<file path="src/rtl/operand_sel_pipe.sv">
// Operand select pipeline: picks one of NUM_IN packed operands per accepted beat
// and buffers the result (plus an out-of-range flag) in a 2-entry in-order FIFO.
// A sticky flag records any out-of-range select until it is explicitly cleared.
module operand_sel_pipe #(
    parameter int unsigned WIDTH  = 8,
    parameter int unsigned NUM_IN = 4,
    parameter int unsigned SEL_W  = 2
) (
    input  logic                    clk_i,
    input  logic                    rst_ni,
    input  logic [NUM_IN*WIDTH-1:0] data_i,
    input  logic [SEL_W-1:0]        sel_i,
    input  logic                    in_valid_i,
    output logic                    in_ready_o,
    input  logic                    flush_i,
    input  logic                    clr_err_i,
    output logic [WIDTH-1:0]        out_data_o,
    output logic                    out_err_o,
    output logic                    out_valid_o,
    input  logic                    out_ready_i,
    output logic                    err_sticky_o,
    output logic [1:0]              count_o
);

    // FIFO storage and control state
    logic [WIDTH-1:0] r_data [2];
    logic             r_err  [2];
    logic             r_wptr;
    logic             r_rptr;
    logic [1:0]       r_count;
    logic [1:0]       w_count_d;
    logic             r_sticky;

    logic             w_sel_ok;
    logic [WIDTH-1:0] w_sel_data;
    logic [WIDTH-1:0] w_push_data;
    logic             w_push_err;
    logic             w_push;
    logic             w_pop;

    // A select is legal only when it names one of the NUM_IN inputs; for a
    // non-power-of-two NUM_IN the top codes are out of range.
    assign w_sel_ok = (32'(sel_i) < NUM_IN);

    // Operand mux: only in-range indices are decoded, so an out-of-range select
    // never indexes past the packed input vector and yields zero.
    always_comb begin
        w_sel_data = '0;
        for (int unsigned k = 0; k < NUM_IN; k++) begin
            if (sel_i == SEL_W'(k)) begin
                w_sel_data = data_i[k*WIDTH +: WIDTH];
            end
        end
    end

    assign w_push_data = w_sel_ok ? w_sel_data : '0;
    assign w_push_err  = ~w_sel_ok;

    // Handshakes; flush suppresses both so nothing is stored or consumed.
    assign in_ready_o  = (r_count != 2'd2);
    assign out_valid_o = (r_count != 2'd0);
    assign w_push      = in_valid_i & in_ready_o & ~flush_i;
    assign w_pop       = out_valid_o & out_ready_i & ~flush_i;

    // Occupancy next-state: simultaneous push and pop leaves it unchanged.
    always_comb begin
        w_count_d = r_count;
        case ({w_push, w_pop})
            2'b10:   w_count_d = r_count + 2'd1;
            2'b01:   w_count_d = r_count - 2'd1;
            default: w_count_d = r_count;
        endcase
    end

    // Entry storage: write the selected operand at the write pointer on a push.
    always_ff @(posedge clk_i or negedge rst_ni) begin
        if (!rst_ni) begin
            r_data[0] <= '0;
            r_data[1] <= '0;
            r_err[0]  <= 1'b0;
            r_err[1]  <= 1'b0;
        end else if (w_push) begin
            r_data[r_wptr] <= w_push_data;
            r_err[r_wptr]  <= w_push_err;
        end
    end

    // Pointers and count; 1-bit pointers wrap modulo 2 naturally.
    always_ff @(posedge clk_i or negedge rst_ni) begin
        if (!rst_ni) begin
            r_wptr  <= 1'b0;
            r_rptr  <= 1'b0;
            r_count <= 2'd0;
        end else if (flush_i) begin
            r_wptr  <= 1'b0;
            r_rptr  <= 1'b0;
            r_count <= 2'd0;
        end else begin
            if (w_push) begin
                r_wptr <= ~r_wptr;
            end
            if (w_pop) begin
                r_rptr <= ~r_rptr;
            end
            r_count <= w_count_d;
        end
    end

    // Sticky error: a push of an out-of-range beat beats a same-cycle clear;
    // flush deliberately leaves it alone.
    always_ff @(posedge clk_i or negedge rst_ni) begin
        if (!rst_ni) begin
            r_sticky <= 1'b0;
        end else if (w_push && w_push_err) begin
            r_sticky <= 1'b1;
        end else if (clr_err_i) begin
            r_sticky <= 1'b0;
        end
    end

    // Head presentation is gated by valid so an empty FIFO shows zeros rather
    // than stale entries left behind by a flush.
    assign out_data_o   = out_valid_o ? r_data[r_rptr] : '0;
    assign out_err_o    = out_valid_o ? r_err[r_rptr] : 1'b0;
    assign err_sticky_o = r_sticky;
    assign count_o      = r_count;

endmodule
</file>
<file path="config.mk">
export PLATFORM = sky130hd
export DESIGN_NAME = operand_sel_pipe
export DESIGN_NICKNAME = d
export VERILOG_FILES = /design/src/rtl/operand_sel_pipe.sv
export SDC_FILE = /design/constraint.sdc
export NUM_CORES = 1
export LEC_CHECK = 0
export ABC_AREA = 1
export BUFFER_PORTS_ARGS = -buffer_cell sky130_fd_sc_hd__buf_2
export CAP_MARGIN = 20
export CORE_UTILIZATION = 39
export DETAILED_ROUTE_END_ITERATION = 8
export PLACE_DENSITY_LB_ADDON = 0.1
export SYNTH_ARGS = -nofsm -noshare
export SYNTH_HDL_FRONTEND = slang
export SYNTH_SLANG_ARGS = --single-unit
</file>
<file path="constraint.sdc">
create_clock -name clk_i -period 1.9 [get_ports clk_i]
set_clock_uncertainty 0.2 [all_clocks]
set_input_delay 0.38 -clock clk_i [delete_from_list [all_inputs] [get_ports clk_i]]
set_output_delay 0.38 -clock clk_i [all_outputs]
set_load 0.05 [all_outputs]
</file>
# --- After elaboration in Yosys (flattened, before gate mapping) ---
# Index checks and enable logic that the tools add are counted.
totals:
  register_bits: 22
  input_bits: 40
  out_inout_bits: 14
  wordCells: 58
classes:
  add_sub_neg: 2
  n_lt_le_gt_ge: 3
  n_eq_ne: 6
  mux: 23
  bitwise: 11
  n_reduce_logical: 6
op_table:
  columns: ["op", "count"]
  rows:
  - ["two-way mux 8 bit", 9]
  - ["bitwise mux 16 bit", 1]
  - ["two-way mux 1 bit", 9]
  - ["demux 8 bit (select 1 bit)", 1]
  - ["== test 2 bit, second input constant", 3]
  - ["nonzero test 2 bit", 3]
  - ["bitwise AND 1 bit", 4]
  - ["== test 2 x 1 -> 1 bit, second input constant", 2]
  - ["greater-or-equal comparator 2 bit, second input constant", 2]
  - ["NOT 1 -> 2 bit", 2]
  - ["one-hot mux 2 bit (2 select lines)", 1]
  - ["NOT 1 bit", 3]
  - ["nonzero test 3 bit", 1]
  - ["adder 2 x 1 -> 2 bit, second input constant", 1]
  - ["bitwise AND 2 bit", 1]
  - ["logical NOT 2 bit", 1]
  - ["< comparator 2 x 1 -> 1 bit, second input constant", 1]
  - ["two-way mux 2 bit", 1]
  - ["inequality test 2 bit, second input constant", 1]
  - ["NOT 2 bit", 1]
  - ["subtractor 2 x 1 -> 2 bit, second input constant", 1]
  - ["demux 1 bit (select 1 bit)", 1]
  - ["logical AND 1 bit", 1]

# --- Logic depth before layout (Yosys ltp) ---
# Gate-level depths: netlist (run 1).
depth:
  depth_word: 7
  depth_mapped: 9
  depth_no_buf: 9

# --- Worst setup path before layout (run 1) ---
# No wires, ideal clock.
synth_path:
  kind: "register to output"
  startpoint: "register r_count[0] (netlist: count_o[0])"
  endpoint: "output port out_data_o[0]"
  t_arrival_ps: 2154
  required_ps: 1320
  slack_ps: -834
  stages_incl_launch_ff: 5
  cell_sequence: "dfrtp_1 -> inv_2 -> nand2_1 -> o21ai_0 -> a21oi_1"
synth_between:
  elab_chain_cells: 2
synth_rtl:
  columns: ["element", "line_no", "rtl"]
  rows:
  - ["start, declared", "30", "logic [1:0] r_count;"]
  - ["start signal, assigned", "105", "r_count <= w_count_d;"]
  - ["nonzero test 2 bit", "61", "assign out_valid_o = (r_count != 2'd0);"]
  - ["named net out_valid_o", "19", "output logic out_valid_o,"]
  - ["two-way mux 8 bit", "123", "assign out_data_o = out_valid_o ? r_data[r_rptr] : '0;"]
  - ["end, declared", "17", "output logic [WIDTH-1:0] out_data_o,"]
# The timed path passes the listed nets, and every way through them passes these cells.

# --- Worst setup path after layout (run 1) ---
layout_path:
  startpoint: "register r_rptr"
  endpoint: "output port out_data_o[6]"
layout_between:
  elab_chain_cells: 5
layout_rtl:
  columns: ["element", "line_no", "rtl"]
  rows:
  - ["start, declared", "29", "logic r_rptr;"]
  - ["start signal, assigned", "103", "r_rptr <= ~r_rptr;"]
  - ["NOT 1 -> 2 bit (implied by the code)", "123", null]
  - ["two-way mux 8 bit (implied by the code) (3 in series)", "123", null]
  - ["two-way mux 8 bit", "123", null]
# No other way between the ends. The select of a mux whose other input is x is not followed.

==> results of run 1 <==
-- worst max-delay path, delay by kind of cell, from the launching register on --
kind,cells,cell delay [ns]
AOI/OAI and AO/OA,1,0.16
buffers and inverters,3,0.37
DFF,1,0.45
and+or+nand+nor,1,0.05
-- logic make-up (layout without fill, tap and decap cells) --
group	after synthesis	count (layout)	share of synthesized area
compound gates	40	40	0.160
buf+inv	23	85	0.0784
flops	22	22	0.431
other cells	1	1	0.00294
simple gates	92	92	0.327
-- registers in the layout, summed over array words and instances, names as in the netlist --
register  cells
count_o       2
r_data       16
r_err         2
r_rptr        1
r_wptr        1
-- through the flow --
step	worst slack [ns]	utilization	area [um2]	hold WS, ns	TNS (ns)
after global placement	0.131	0.543	1670	0.168	0
after detailed placement	0.107	0.543	1670	0.171	0
after floorplan	-0.0307	-	1360	-0.116	-0.153
after CTS	-0.0197	0.604	1860	0.0328	-0.0551
final	-0.00708	0.604	1860	0.0476	-0.00708
after global routing	-0.0697	0.604	1860	0.0472	-0.454
-- cell type report --
class / instances / area [um2]
clock buffers: 4 / 36.3
fillers: 300 / 1220
inverters: 18 / 70.1
multi-input cells: 133 / 724
flip-flops and latches: 22 / 554
well taps: 44 / 55.1
repair buffers: 63 / 419
-- timing repair --
action / 4_1_cts / 5_1_grt
pin swaps: 5 / 0
hold buffers: 1 / 0
buffers inserted: 6 / 0
resized for setup: 37 / 0
endpoints found under the hold margin: 22 / 0
endpoints found under the setup margin: 9 / 9
-- worst paths after layout --
path	startpoint	endpoint	slack, ns	depth (start not counted)
min	flush_i	r_rptr	0.05	2
max in group asynchronous	rst_ni	count_o[0]	0.80	2
min reg2reg	r_data[9]	r_data[9]	0.31	2
max reg2reg	count_o[1]	r_data[14]	0.31	7
min in group asynchronous	rst_ni	r_data[8]	0.35	2
max	r_rptr	out_data_o[6]	-0.007	5
-- cell usage in the layout, fill, tap and decap left out, drive strengths merged --
master and count:
or2 3, nand4 1, o21ai 30, dfrtp 22
buf 62, dlygate4sd3 1, a21oi 10, nor3 2
conb 1, inv 18, nor2 11, nand3 17
nand2 58, clkbuf 4
-- per-layer routing --
layer / wire length (um) / GRT usage
met1: 1420 / 0.248
met2: 1400 / 0.342
met3: 138 / 0.0131
met4: 38 / 0.0714
met5: 0 / 0
-- report_power, final --
| part | internal [mW] | switching [mW] | total, mW |
|---|---|---|---|
| Combinational | 0.614 | 1.11 | 1.72 |
| Sequential | 0.670 | 0.125 | 0.795 |
| Clock | 0.117 | 0.136 | 0.253 |
==> flow_summary.toml, run 1 <==
[status]
status = "finished with violations"
violations = "negative setup slack"

[timing]
slew_violations = 0
rsz0062_at_grt = "yes"
hold_viol = 0
post-route-min-period_ns = 1.91
layout_setup_ws_ns = -0.00708
period_share = 1.00
max_freq_ghz = 0.524
setup_viol = 1

[flow_run]
max-cap-violations = 0

[drt]
vias_per_cell = 4.79
routed_wl_um = 3000
drc = 0
wl_per_cell_um = 10.5
route.vias.total = 1361
ant_nets = 0
drtPass1Iterations = 4
drt_iter0_drc = 29

[logic_synthesis]
syn_nets = 218
synth_common_cells = "57 x nand2_1, 26 x o21ai_0, 22 x dfrtp_1"
ys_ff_latch = 22
syn_area_um2 = 1280
synth_enable_flop_cells = 0
ys_seq_area_frac = 0.431
synthTopCellsByArea = "dfrtp_1 43%, nand2_1 17%, o21ai_0 10%"
ys.flop_type = "dfrtp_1"
synth_area_per_cell_um2 = 7.17
yosys.area.top_type = "dfrtp_1"
synthArstFlopShare = 1.00
synth.distinct_cells = 22
yosysTopAreaCellShare = 0.431
ys_warn_count = 0
yosysMostFrequentCell = "nand2_1"
syn_inst = 178

[critical_path]
worstPathRequired_ns = 1.32
path_cells = "buf_6 > inv_4 > nand2_2 > a21oi_2 > buf_6"
arrival_ns = 1.33
crit_path_top_delay_cell = "dfrtp_2"
crit_top_cell = "buf_6"
critPathKind = "reg -> out"
start_kind = "flop"
slowest_delay_ns = 0.45
cp_max_fo = 5
endpoint_kind = "output port"

[floorplan]
placementRows = 20
dieArea_um2 = 3510
core_area_um2 = 3080
initial_core_util = 0.415
die_height_um = 59.2
dieWidth_um = 59.2
ios = 54

[pwr]
leakage_nw = 0.934
finalPower_mw = 2.77
p_per_area_nw_per_um2 = 1490
peakVddDrop_v = 0.000430

[final_layout]
area_delta_synth_final_pct = 45.7
drive_gt1_frac = 0.400
instances_no_fill = 284
diodes = 0
fin_nets = 281

[hold_path]
hold_path.class = "in -> reg"

[clock_network]
cts_buffers = 3
clock-sinks = 22
clockBufferDepth = 2
cts.clk_slew.worst_paths_ns = 0.12
cts_tree = "done"
clk_latency_ns = 0.31
cts_max_level = 1
root_buffer = "clkbuf_4"

[global_routing]
grt_pass1_vias = 1242
grt_pass1_wl_um = 5150
grt-ovfl-total = 0
antenna_found_initial = 0
grt_max_degree = 23
grtUsageTotal = 0.194

[placed_design]
place_congestion = 0.765
dp_cells = 273
hpwl_um = 2300
io_buffers = 51
No activity file was read; power rests on OpenSTA's default activity.
==> inputs of run 2 (changes only) <==
--- a/config.mk
+++ b/config.mk
@@ -5,7 +5,6 @@
 export SDC_FILE = /design/constraint.sdc
 export NUM_CORES = 1
 export LEC_CHECK = 0
-export ABC_AREA = 1
 export BUFFER_PORTS_ARGS = -buffer_cell sky130_fd_sc_hd__buf_2
 export CAP_MARGIN = 20
 export CORE_UTILIZATION = 39
==> run 2 against run 1 <==
Against the previous run: the flow finishes with violations (design-rule violations, negative setup slack); flip-flop and latch count did not move; first-iteration DRC count shrank 55%; synthesized cell count is 48% lower; critical path type unchanged; critical endpoint is now out_data_o[0].
==> flow_summary.toml, run 2 <==
[logic_synthesis]
synth_common_cells = "22 x dfrtp_1, 16 x mux2_2, 12 x nor2_1"
yosys.area.top_type = "dfrtp_1"
syn_nets = 133
synth_enable_flop_cells = 0
ys_seq_area_frac = 0.451
syn_inst = 93
yosysMostFrequentCell = "dfrtp_1"
ys_ff_latch = 22
synthArstFlopShare = 1.00
yosysTopAreaCellShare = 0.451
ys.flop_type = "dfrtp_1"
synth_area_per_cell_um2 = 13.1
synth.distinct_cells = 25
synthTopCellsByArea = "dfrtp_1 45%, mux2_2 15%, mux4_2 15%"
syn_area_um2 = 1220
ys_warn_count = 0

[critical_path]
r2r_end = "r_data[12]"
r2r_cells = 5
slowest_delay_ns = 0.44
worstReg2RegStart = "count_o[1]"
cp_max_fo = 10
start_kind = "flop"
endpoint = "out_data_o[0]"
arrival_ns = 1.32
path_cells = "buf_12 > mux2i_2 > nor2_2 > buf_6"
endpoint_kind = "output port"
r2r_slack_ns = 0.05
critPathKind = "reg -> out"
startpoint = "r_rptr"
crit_path_top_delay_cell = "dfrtp_2"
worstPathRequired_ns = 1.32

[clock_network]
cts_buffers = 3
clockBufferDepth = 2
clk_latency_ns = 0.31
cts_max_level = 1
root_buffer = "clkbuf_4"
cts_tree = "done"
cts.clk_slew.worst_paths_ns = 0.13
clock-sinks = 22

[global_routing]
grtUsageTotal = 0.183
grt-ovfl-total = 0
antenna_found_initial = 0
grt_max_degree = 23
grt_pass1_wl_um = 4510
grt_pass1_vias = 1030

[drt]
drt_iter0_drc = 13
drc = 2
routed_wl_um = 2780
route.vias.total = 974
wl_per_cell_um = 15.2
ant_nets = 0
route.met2.wl_um = 1420
wl_met3_um = 118
m1WireLength_um = 1220
vias_per_cell = 5.32
drtPass1Iterations = 5
highest_layer = "met4"

[timing]
max_freq_ghz = 0.526
relSlewSlack = 0.659
layout_setup_ws_ns = -0.00123
slew_violations = 0
post-route-min-period_ns = 1.90
period_share = 1.00
hold_viol = 0
setup_viol = 1
worstMarginPinSlew_ns = 0.511
rsz0062_at_grt = "yes"

[hold_path]
hp-start = "flush_i"
hold_path.class = "in -> reg"

[flow_run]
max-cap-violations = 0

[final_layout]
fin_nets = 193
fillers = 250
final_common_cell = "buf_2"
drive_gt1_frac = 0.711
diodes = 0
mostFrequentLayoutCells = "40 x buf_2, 19 x dfrtp_1, 16 x mux2_2"
largest_reg_flops = 16
area_delta_synth_final_pct = 42.3
fin_util = 0.609
final_area_um2 = 1740
top_register = "r_data"

[pwr]
peakVddDrop_v = 0.000442
p_per_area_nw_per_um2 = 842
leakage_nw = 0.804

[floorplan]
dieArea_um2 = 3360
placementRows = 19
dieWidth_um = 58.0
ios = 54
die_height_um = 58.0
core_area_um2 = 2850
initial_core_util = 0.428

[placed_design]
io_buffers = 51
place_congestion = 0.698
hpwl_um = 1940
place_area_um2 = 1540

[status]
status = "finished with violations"
violations = "design-rule violations, negative setup slack"
## run 2: cell types whose count changed in the layout (fill, tap and decap cells not counted), moves of 8 or more
cell / change
mux2i_1: +8
mux2_2: +16
o21ai_0: -18
nand2_1: -54
nand3_1: -16
mux4_2: +8
inv_1: -14
nor2_2: +9
## run 2: layout make-up
cell class / count / area [um2] / area share
inverters: 3 / 15.0 / 0.00864
repair buffers: 60 / 399 / 0.230
clock buffers: 3 / 22.5 / 0.0130
multi-input cells: 63 / 678 / 0.390
well taps: 31 / 38.8 / 0.0223
flip-flops and latches: 22 / 554 / 0.319
clock inverters: 1 / 30.0 / 0.0173
## run 2: how the worst min path moves through the flow
stage / end / slack, ns / depth (start not counted)
floorplan: count_o[0] / -0.12 / 0
global placement: r_wptr / 0.17 / 1
detailed placement: r_wptr / 0.18 / 1
CTS: count_o[0] / 0.10 / 2
global route: count_o[0] / 0.10 / 2
finish: count_o[0] / 0.11 / 2
## run 2: timing repair
action | in CTS | in global routing
buffers inserted | 5 | 0
endpoints found under the hold margin | 22 | 0
gates resized for setup | 17 | 9
setup endpoints to repair | 11 | 12
gates cloned | 1 | 0
hold buffers | 1 | 0
pin swaps | 0 | 1
## run 2: metal layers
| layer | up-vias | track usage |
|---|---|---|
| met4 | 0 | 0.0510 |
| met3 | 2 | 0.0335 |
| li1 | 459 | - |
| met1 | 482 | 0.220 |
| met5 | - | 0 |
| met2 | 31 | 0.335 |
## run 2: cells by family (layout without fill, tap and decap cells)
logic type | count (synthesis) | after routing | synth area share
multiplexers | 33 | 33 | 0.369
flip-flops | 22 | 22 | 0.451
AO/OA/AOI/OAI | 9 | 9 | 0.0430
buffers and inverters | 8 | 67 | 0.0297
AND/OR/NAND/NOR | 19 | 19 | 0.0973
XOR/XNOR | 1 | 1 | 0.00717
other | 1 | 1 | 0.00307
## run 2: critical path: cells and delay by family, from the launching register on
family        cells  cell delay, ns
buf+inv           2            0.31
flops             1            0.44
mux               1            0.15
simple gates      1            0.10
## run 2: stage by stage
step | std cells | worst slack [ns] | hold slack, ns | total power [mW] | setup TNS (ns)
6_report | 183 | -0.00123 | 0.108 | 1.46 | -0.00123
5_1_grt | 183 | -0.0652 | 0.102 | 1.55 | -0.442
4_1_cts | 183 | -0.0251 | 0.101 | 1.46 | -0.0486
3_5_place_dp | 172 | 0.0593 | 0.178 | 1.07 | 0
3_3_place_gp | 172 | 0.0575 | 0.174 | 1.05 | 0
2_1_floorplan | 93 | -0.143 | -0.116 | 0.945 | -1.14
## run 2: power by group
part	switching [mW]	internal, mW	total (mW)	leakage [nW]
registers	0.0558	0.573	0.628	0.267
logic	0.240	0.239	0.479	0.509
clock network	0.143	0.213	0.356	0.0279
total	0.439	1.02	1.46	0.804
